[src/rtl/alu_datapath.sv]
// alu_datapath
// Responder side of the ALU control-strobe interface. Holds the general
// register bank, the shared internal bus, the A/B operand latches, the ALU
// and the result latch. It executes whatever strobes the controller issues.
// It also watches strobe ordering, bus contention and register-index range,
// and records violations in sticky error bits.
//
// Ports
//   clk, rst        clock, asynchronous active-high reset
//   instr           [15:12] opcode, [11:6] param1 (dest/src1), [5:0] param2 (src2)
//   Gx_out1/Gx_out2 drive R[param1] / R[param2] onto the bus
//   ALU_outEN       drive the result latch onto the bus
//   ALUin1/ALUin2   capture the bus into A / B
//   ALU_outlach     capture ALU(A,B) into the result latch, update zero/carry
//   Gx_in           write the bus into R[param1]
//   done            end of instruction
//   ld_en/addr/data preload write (Gx_in takes priority)
//   dbg_addr/data   combinational debug read, 0 when out of range
//   bus             current internal bus value
//   zero, carry     flags of the last latched operation
//   op_done         one-cycle pulse after a correctly sequenced done
//   err             sticky {idx_err, bus_err, seq_err}
//   err_clr         synchronous clear of err (new errors win)
module alu_datapath #(
  parameter int NUM_REGS = 8,
  parameter int DW       = 16
) (
  input  logic          clk,
  input  logic          rst,
  input  logic [15:0]   instr,
  input  logic          Gx_out1,
  input  logic          ALUin1,
  input  logic          Gx_out2,
  input  logic          ALUin2,
  input  logic          ALU_outlach,
  input  logic          ALU_outEN,
  input  logic          Gx_in,
  input  logic          done,
  input  logic          ld_en,
  input  logic [5:0]    ld_addr,
  input  logic [DW-1:0] ld_data,
  input  logic [5:0]    dbg_addr,
  output logic [DW-1:0] dbg_data,
  output logic [DW-1:0] bus,
  output logic          zero,
  output logic          carry,
  output logic          op_done,
  output logic [2:0]    err,
  input  logic          err_clr
);

  localparam int IW = (NUM_REGS > 1) ? $clog2(NUM_REGS) : 1;
  localparam logic [6:0] NR = 7'(NUM_REGS);

  typedef enum logic [2:0] {S_IDLE, S_A, S_B, S_RES, S_WB} state_t;

  logic [DW-1:0] r_regs [NUM_REGS];
  logic [DW-1:0] r_a, r_b, r_res;
  logic          r_zero, r_carry, r_opDone;
  logic [2:0]    r_err;
  state_t        r_state;

  logic [3:0]    w_op;
  logic [5:0]    w_p1, w_p2;
  logic          w_p1Ok, w_p2Ok, w_ldOk, w_dbgOk;
  logic [DW-1:0] w_rd1, w_rd2, w_bus;
  logic          w_multiDrv, w_idxErr;
  logic [DW-1:0] w_aluRes;
  logic          w_aluCarry, w_opErr;
  logic [DW:0]   w_shl, w_shr, w_sum;
  logic [4:0]    w_strobes, w_expect;
  state_t        w_nextState, w_advance;
  logic          w_seqErr, w_legalDone;

  assign w_op   = instr[15:12];
  assign w_p1   = instr[11:6];
  assign w_p2   = instr[5:0];
  assign w_p1Ok  = {1'b0, w_p1} < NR;
  assign w_p2Ok  = {1'b0, w_p2} < NR;
  assign w_ldOk  = {1'b0, ld_addr} < NR;
  assign w_dbgOk = {1'b0, dbg_addr} < NR;

  assign w_rd1    = w_p1Ok ? r_regs[w_p1[IW-1:0]] : '0;
  assign w_rd2    = w_p2Ok ? r_regs[w_p2[IW-1:0]] : '0;
  assign dbg_data = w_dbgOk ? r_regs[dbg_addr[IW-1:0]] : '0;

  assign w_multiDrv = (Gx_out1 & Gx_out2) | (Gx_out1 & ALU_outEN) | (Gx_out2 & ALU_outEN);

  // Out-of-range reads, dropped Gx_in writes and dropped preloads all count
  // as index errors. A preload shadowed by Gx_in is ignored entirely.
  assign w_idxErr = (Gx_out1 & ~w_p1Ok) | (Gx_out2 & ~w_p2Ok) | (Gx_in & ~w_p1Ok)
                  | (ld_en & ~Gx_in & ~w_ldOk);

  // Bus mux: a single driver is passed through, contention forces zero.
  always_comb begin
    w_bus = '0;
    case ({ALU_outEN, Gx_out2, Gx_out1})
      3'b001:  w_bus = w_rd1;
      3'b010:  w_bus = w_rd2;
      3'b100:  w_bus = r_res;
      default: w_bus = '0;
    endcase
  end

  // The extra bit above A (shift left) or below A (shift right) catches the
  // last bit shifted out; a shift of zero leaves that bit clear.
  assign w_shl = {1'b0, r_a} << r_b[3:0];
  assign w_shr = {r_a, 1'b0} >> r_b[3:0];
  assign w_sum = {1'b0, r_a} + {1'b0, r_b};

  always_comb begin
    w_aluRes   = '0;
    w_aluCarry = 1'b0;
    w_opErr    = 1'b0;
    case (w_op)
      4'b1001: begin w_aluRes = w_sum[DW-1:0]; w_aluCarry = w_sum[DW]; end
      4'b1010: begin w_aluRes = r_a - r_b;     w_aluCarry = r_a < r_b; end
      4'b1011: w_aluRes = r_a & r_b;
      4'b1100: w_aluRes = r_a | r_b;
      4'b1101: w_aluRes = r_a ^ r_b;
      4'b1110: begin w_aluRes = w_shl[DW-1:0]; w_aluCarry = w_shl[DW]; end
      4'b1111: begin w_aluRes = w_shr[DW:1];   w_aluCarry = w_shr[0];  end
      default: w_opErr = 1'b1;
    endcase
  end

  // Sequence tracker: each state accepts exactly one tracked strobe. Anything
  // else (wrong strobe or several at once) flags seq_err and returns to idle.
  assign w_strobes = {done, Gx_in, ALU_outlach, ALUin2, ALUin1};

  always_comb begin
    w_nextState = r_state;
    w_advance   = S_IDLE;
    w_expect    = 5'b00000;
    w_seqErr    = 1'b0;
    w_legalDone = 1'b0;
    case (r_state)
      S_IDLE:  begin w_expect = 5'b00001; w_advance = S_A;    end
      S_A:     begin w_expect = 5'b00010; w_advance = S_B;    end
      S_B:     begin w_expect = 5'b00100; w_advance = S_RES;  end
      S_RES:   begin w_expect = 5'b01000; w_advance = S_WB;   end
      S_WB:    begin w_expect = 5'b10000; w_advance = S_IDLE; end
      default: begin w_expect = 5'b00000; w_advance = S_IDLE; end
    endcase
    if (w_strobes != 5'b00000) begin
      if (w_strobes == w_expect) begin
        w_nextState = w_advance;
        w_legalDone = (r_state == S_WB);
      end else begin
        w_seqErr    = 1'b1;
        w_nextState = S_IDLE;
      end
    end
  end

  always_ff @(posedge clk or posedge rst) begin
    if (rst) begin
      r_state  <= S_IDLE;
      r_opDone <= 1'b0;
      r_err    <= 3'b000;
    end else begin
      r_state  <= w_nextState;
      r_opDone <= w_legalDone;
      r_err    <= (r_err & {3{~err_clr}})
                | {w_idxErr, w_multiDrv, w_seqErr | (ALU_outlach & w_opErr)};
    end
  end

  // Datapath registers act on their strobes regardless of tracker verdicts.
  always_ff @(posedge clk or posedge rst) begin
    if (rst) begin
      for (int i = 0; i < NUM_REGS; i++) r_regs[i] <= '0;
      r_a     <= '0;
      r_b     <= '0;
      r_res   <= '0;
      r_zero  <= 1'b0;
      r_carry <= 1'b0;
    end else begin
      if (ALUin1) r_a <= w_bus;
      if (ALUin2) r_b <= w_bus;
      if (ALU_outlach) begin
        r_res   <= w_aluRes;
        r_zero  <= (w_aluRes == '0);
        r_carry <= w_aluCarry;
      end
      if (Gx_in) begin
        if (w_p1Ok) r_regs[w_p1[IW-1:0]] <= w_bus;
      end else if (ld_en && w_ldOk) begin
        r_regs[ld_addr[IW-1:0]] <= ld_data;
      end
    end
  end

  assign bus     = w_bus;
  assign zero    = r_zero;
  assign carry   = r_carry;
  assign op_done = r_opDone;
  assign err     = r_err;

endmodule

[config.mk]
export PLATFORM = sky130hd
export DESIGN_NAME = alu_datapath
export DESIGN_NICKNAME = d
export VERILOG_FILES = /design/src/rtl/alu_datapath.sv
export SDC_FILE = /design/constraint.sdc
export NUM_CORES = 1
export LEC_CHECK = 0
export CORE_ASPECT_RATIO = 0.75
export CORE_MARGIN = 3
export CORE_UTILIZATION = 36
export DETAILED_ROUTE_END_ITERATION = 10
export MAX_ROUTING_LAYER = met4
export PLACE_DENSITY = 0.64
export SKIP_CTS_REPAIR_TIMING = 1
export SYNTH_ARGS = -nofsm -noshare
export SYNTH_HDL_FRONTEND = slang
export SYNTH_SLANG_ARGS = --single-unit
[constraint.sdc]
create_clock -name clk -period 7.4 [get_ports clk]
set_input_delay 1.48 -clock clk [delete_from_list [all_inputs] [get_ports clk]]
set_output_delay 1.48 -clock clk [all_outputs]
set_load 0.01 [all_outputs]
==> flow_summary.json <==
{
  "drive_gt1_share_pct": 15.91,
  "avgSynthCellArea_um2": 9.384,
  "nets": 1767,
  "grt_pass1_wl_um": 95850,
  "dp_slack_ps": 796.4,
  "synth_edf_count": 0,
  "core_area_um2": 42370,
  "relSlewSlack_pct": -3.066,
  "wirelength_um": 64530,
  "die_w_um": 246.2,
  "num_rows": 65,
  "ys_ff_latch": 185,
  "fin_crit_sh_pct": 88.99,
  "violations": "slew limit",
  "seq_area_frac_synth_pct": 29.72,
  "synth_ff_type": "dfrtp_1",
  "start_util_pct": 36.76,
  "wl_per_cell_um": 28.76,
  "rsz0062_at_grt": "no",
  "postSynth.asyncResetShare_pct": 100.0,
  "maxCapViolCount": 0,
  "p_per_area_nw_per_um2": 213.2,
  "required_ps": 5920,
  "critPathTopFamily": "buffers and inverters",
  "critPathCaptureType": "output port",
  "place_hpwl_um": 45250,
  "dr.first_iter.drc_count": 2485,
  "clockBufferDepth": 2,
  "cp_data_arrival_time_ps": 5110,
  "setup_ws_ps": 814.8,
  "fin_skew_ps": 9.676,
  "hold_viol_final": 0,
  "slew_violations": 4,
  "grt_max_degree": 123,
  "antenna_found_initial": 5,
  "swShare_pct": 37.46,
  "fill_cells": 4147,
  "cts_sinks": 185,
  "synthCells": 1660,
  "dr.pass1.iters": 8,
  "cts_tree": "done",
  "grt_usage_pct": 29.00,
  "p_switching_mw": 1.406,
  "max_stage_delay_ps": 1170,
  "crit_slowest_cell": "a222oi_1",
  "status": "finished, violations left",
  "dieArea_um2": 45830,
  "cts.clk_slew.worst_paths_ps": 70,
  "p_int_mw": 2.348,
  "leakagePower_nw": 6.819,
  "clock-root-buffer": "clkbuf_16",
  "seqPwrFrac_pct": 41.0,
  "peakVddDrop_uv": 177.6,
  "drc": 0,
  "first_global_vias": 14200,
  "path_max_fanout": 19,
  "viasPerCell": 6.763,
  "combinationalPowerShare_pct": 34.1,
  "crit_path_start_kind": "input port",
  "tns_ps": 0,
  "io_buffers": 93,
  "power_frac_clock_pct": 24.9,
  "die_height_um": 186.1,
  "synthesis.nets": 1768,
  "ys_types": 81,
  "globalRouteOverflowTotal": 0,
  "min_period_ps": 6585,
  "gp_congestion": 0.9617,
  "synthesis.area_um2": 15580,
  "fmax_mhz": 151.9,
  "path_buf_inv": 4,
  "htree_num_levels": 4,
  "hold_class": "register to register",
  "clock_latency_ps": 470,
  "cts_buffers": 17,
  "area_delta_synth_final_pct": 13.06,
  "yosysWarnings": 0,
  "cp_cell_sequence": "buf_2 -> buf_4 -> mux4_2 -> mux2_2 -> a222oi_1 -> inv_1 -> clkdlybuf4s50_1",
  "critPathKind": "input port to output port",
  "finalSetupViolCount": 0,
  "ant_nets": 0,
  "tightest_slew_ps": 1546,
  "io_pins": 94,
  "vias": 15180
}
-- cell usage after synthesis (all sizes together) (6+ instances only) --
library cell | instances | share of area [%]
o31a | 6 | 0.34
a21oi | 110 | 3.5
nand2b | 23 | 0.92
inv | 70 | 1.7
a21o | 8 | 0.39
nand3b | 8 | 0.39
o21ai | 57 | 1.8
ha | 50 | 4.0
a222oi | 12 | 0.77
or3 | 10 | 0.40
mux4 | 87 | 13
dfrtp | 185 | 30
nor3 | 18 | 0.58
nor4 | 12 | 0.48
a22o | 11 | 0.62
o221ai | 118 | 6.6
nor2 | 160 | 3.9
nand2 | 74 | 1.8
a221o | 11 | 0.71
and2 | 9 | 0.36
clkbuf | 134 | 3.2
nor2b | 20 | 0.80
a22oi | 6 | 0.32
a211oi | 16 | 0.77
o22ai | 12 | 0.48
o21bai | 6 | 0.29
a2bb2oi | 8 | 0.45
nand3 | 20 | 0.64
and3 | 7 | 0.28
o21a | 124 | 6.0
o31ai | 8 | 0.39
mux2 | 45 | 3.3
mux2i | 57 | 3.7
o211ai | 15 | 0.72
buf | 45 | 1.3
a221oi | 15 | 0.84
-- worst reg2reg max path, cell delays in order (launching register included) --
cell	delay (ps)
dfrtp_1	660
inv_1	210
ha_1	410
or2_2	330
a221oi_1	690
o31ai_1	250
a211o_1	410
a211oi_1	700
and4b_1	360
nand4_1	110
or4b_1	550
o41ai_2	200
-- power groups by stage --
stage	clock [mW]	combinational (mW)	sequential (mW)
finish	0.936	1.28	1.54
detailed placement	0	1.25	1.53
CTS	0.944	1.26	1.51
floorplan	0	0.938	1.39
global placement	0	1.23	1.52
global route	0.986	1.37	1.56
-- layout make-up --
cell class / count / area (um2) / area share (%)
multi-input cells: 1226 / 10010 / 56.85
flip-flops and latches: 185 / 4631 / 26.29
repair buffers: 159 / 1396 / 7.928
well taps: 569 / 711.9 / 4.042
clock buffers: 17 / 425.4 / 2.415
inverters: 70 / 270.3 / 1.535
clock inverters: 15 / 157.7 / 0.8951
diodes: 3 / 7.507 / 0.04263
-- state kept, by name, indices dropped and copies added, names as in the netlist --
signal,count
carry,1
r_res,16
r_regs,128
err,3
zero,1
r_state,3
r_b,16
r_a,16
op_done,1
-- path summary, 6_finish.rpt --
| path | from | to | slack (ps) | depth (start not counted) |
|---|---|---|---|---|
| max | instr[0] | bus[7] | 810 | 7 |
| min | r_regs[0] | r_regs[0] | 550 | 2 |
| max reg2reg | r_a[1] | zero | 2420 | 11 |
| min reg2reg | r_regs[0] | r_regs[0] | 550 | 2 |
| max in group asynchronous | rst | r_regs[72] | 4430 | 3 |
| min in group asynchronous | rst | r_state[2] | 1520 | 2 |
-- per-layer routing --
layer	up-vias	wire [um]	GRT usage (%)
li1	6397	-	-
met1	7641	28830	42.22
met2	1042	25890	37.96
met3	96	8776	10.22
met4	0	1032	6.608
met5	-	0	-
-- stage by stage --
| step | util [%] | hold slack [ps] | std cells | power, mW | cell area (um2) |
|---|---|---|---|---|---|
| final | 41.57 | 549.9 | 2244 | 3.754 | 17610 |
| after global placement | 40.17 | 502.8 | 2209 | 2.756 | 17020 |
| after detailed placement | 40.17 | 523.7 | 2209 | 2.781 | 17020 |
| after global routing | 41.57 | 570.8 | 2244 | 3.915 | 17610 |
| after CTS | 41.55 | 538.1 | 2241 | 3.715 | 17600 |
| after floorplan | - | 464.1 | 1660 | 2.332 | 15580 |
-- cells by family after synthesis --
family,after synthesis,share of synthesized area (%)
xor gates and xnor gates,4,0.2249
muxes,189,19.49
buffers and inverters,249,6.265
adders and majority gates,52,4.273
and+or+nand+nor,393,12.31
DFF,185,29.72
AOI/OAI and AO/OA,588,27.72
-- cells in the final DEF, fill, tap and decap left out, drive strengths merged, types with 6 or more instances in the layout --
cell type	synthesis	final
o21a	124	124
a22oi	6	6
a2bb2oi	8	8
buf	45	72
nor2	160	160
ha	50	50
nand2b	23	23
a221oi	15	15
o221ai	118	118
or3	10	10
and3	7	7
inv	70	77
clkdlybuf4s50	0	87
o211ai	15	15
mux2	45	45
nor3	18	18
a221o	11	11
mux2i	57	57
a21o	8	8
o31a	6	6
nand2	74	74
a211oi	16	16
clkinv	0	6
nor2b	20	20
a21oi	110	110
a22o	11	11
clkbuf	134	17
o31ai	8	8
nand3	20	20
o21bai	6	6
mux4	87	87
o21ai	57	57
nor4	12	12
a222oi	12	12
o22ai	12	12
and2	9	9
nand3b	8	8
dfrtp	185	185
Power figures use the tool's default switching activity.
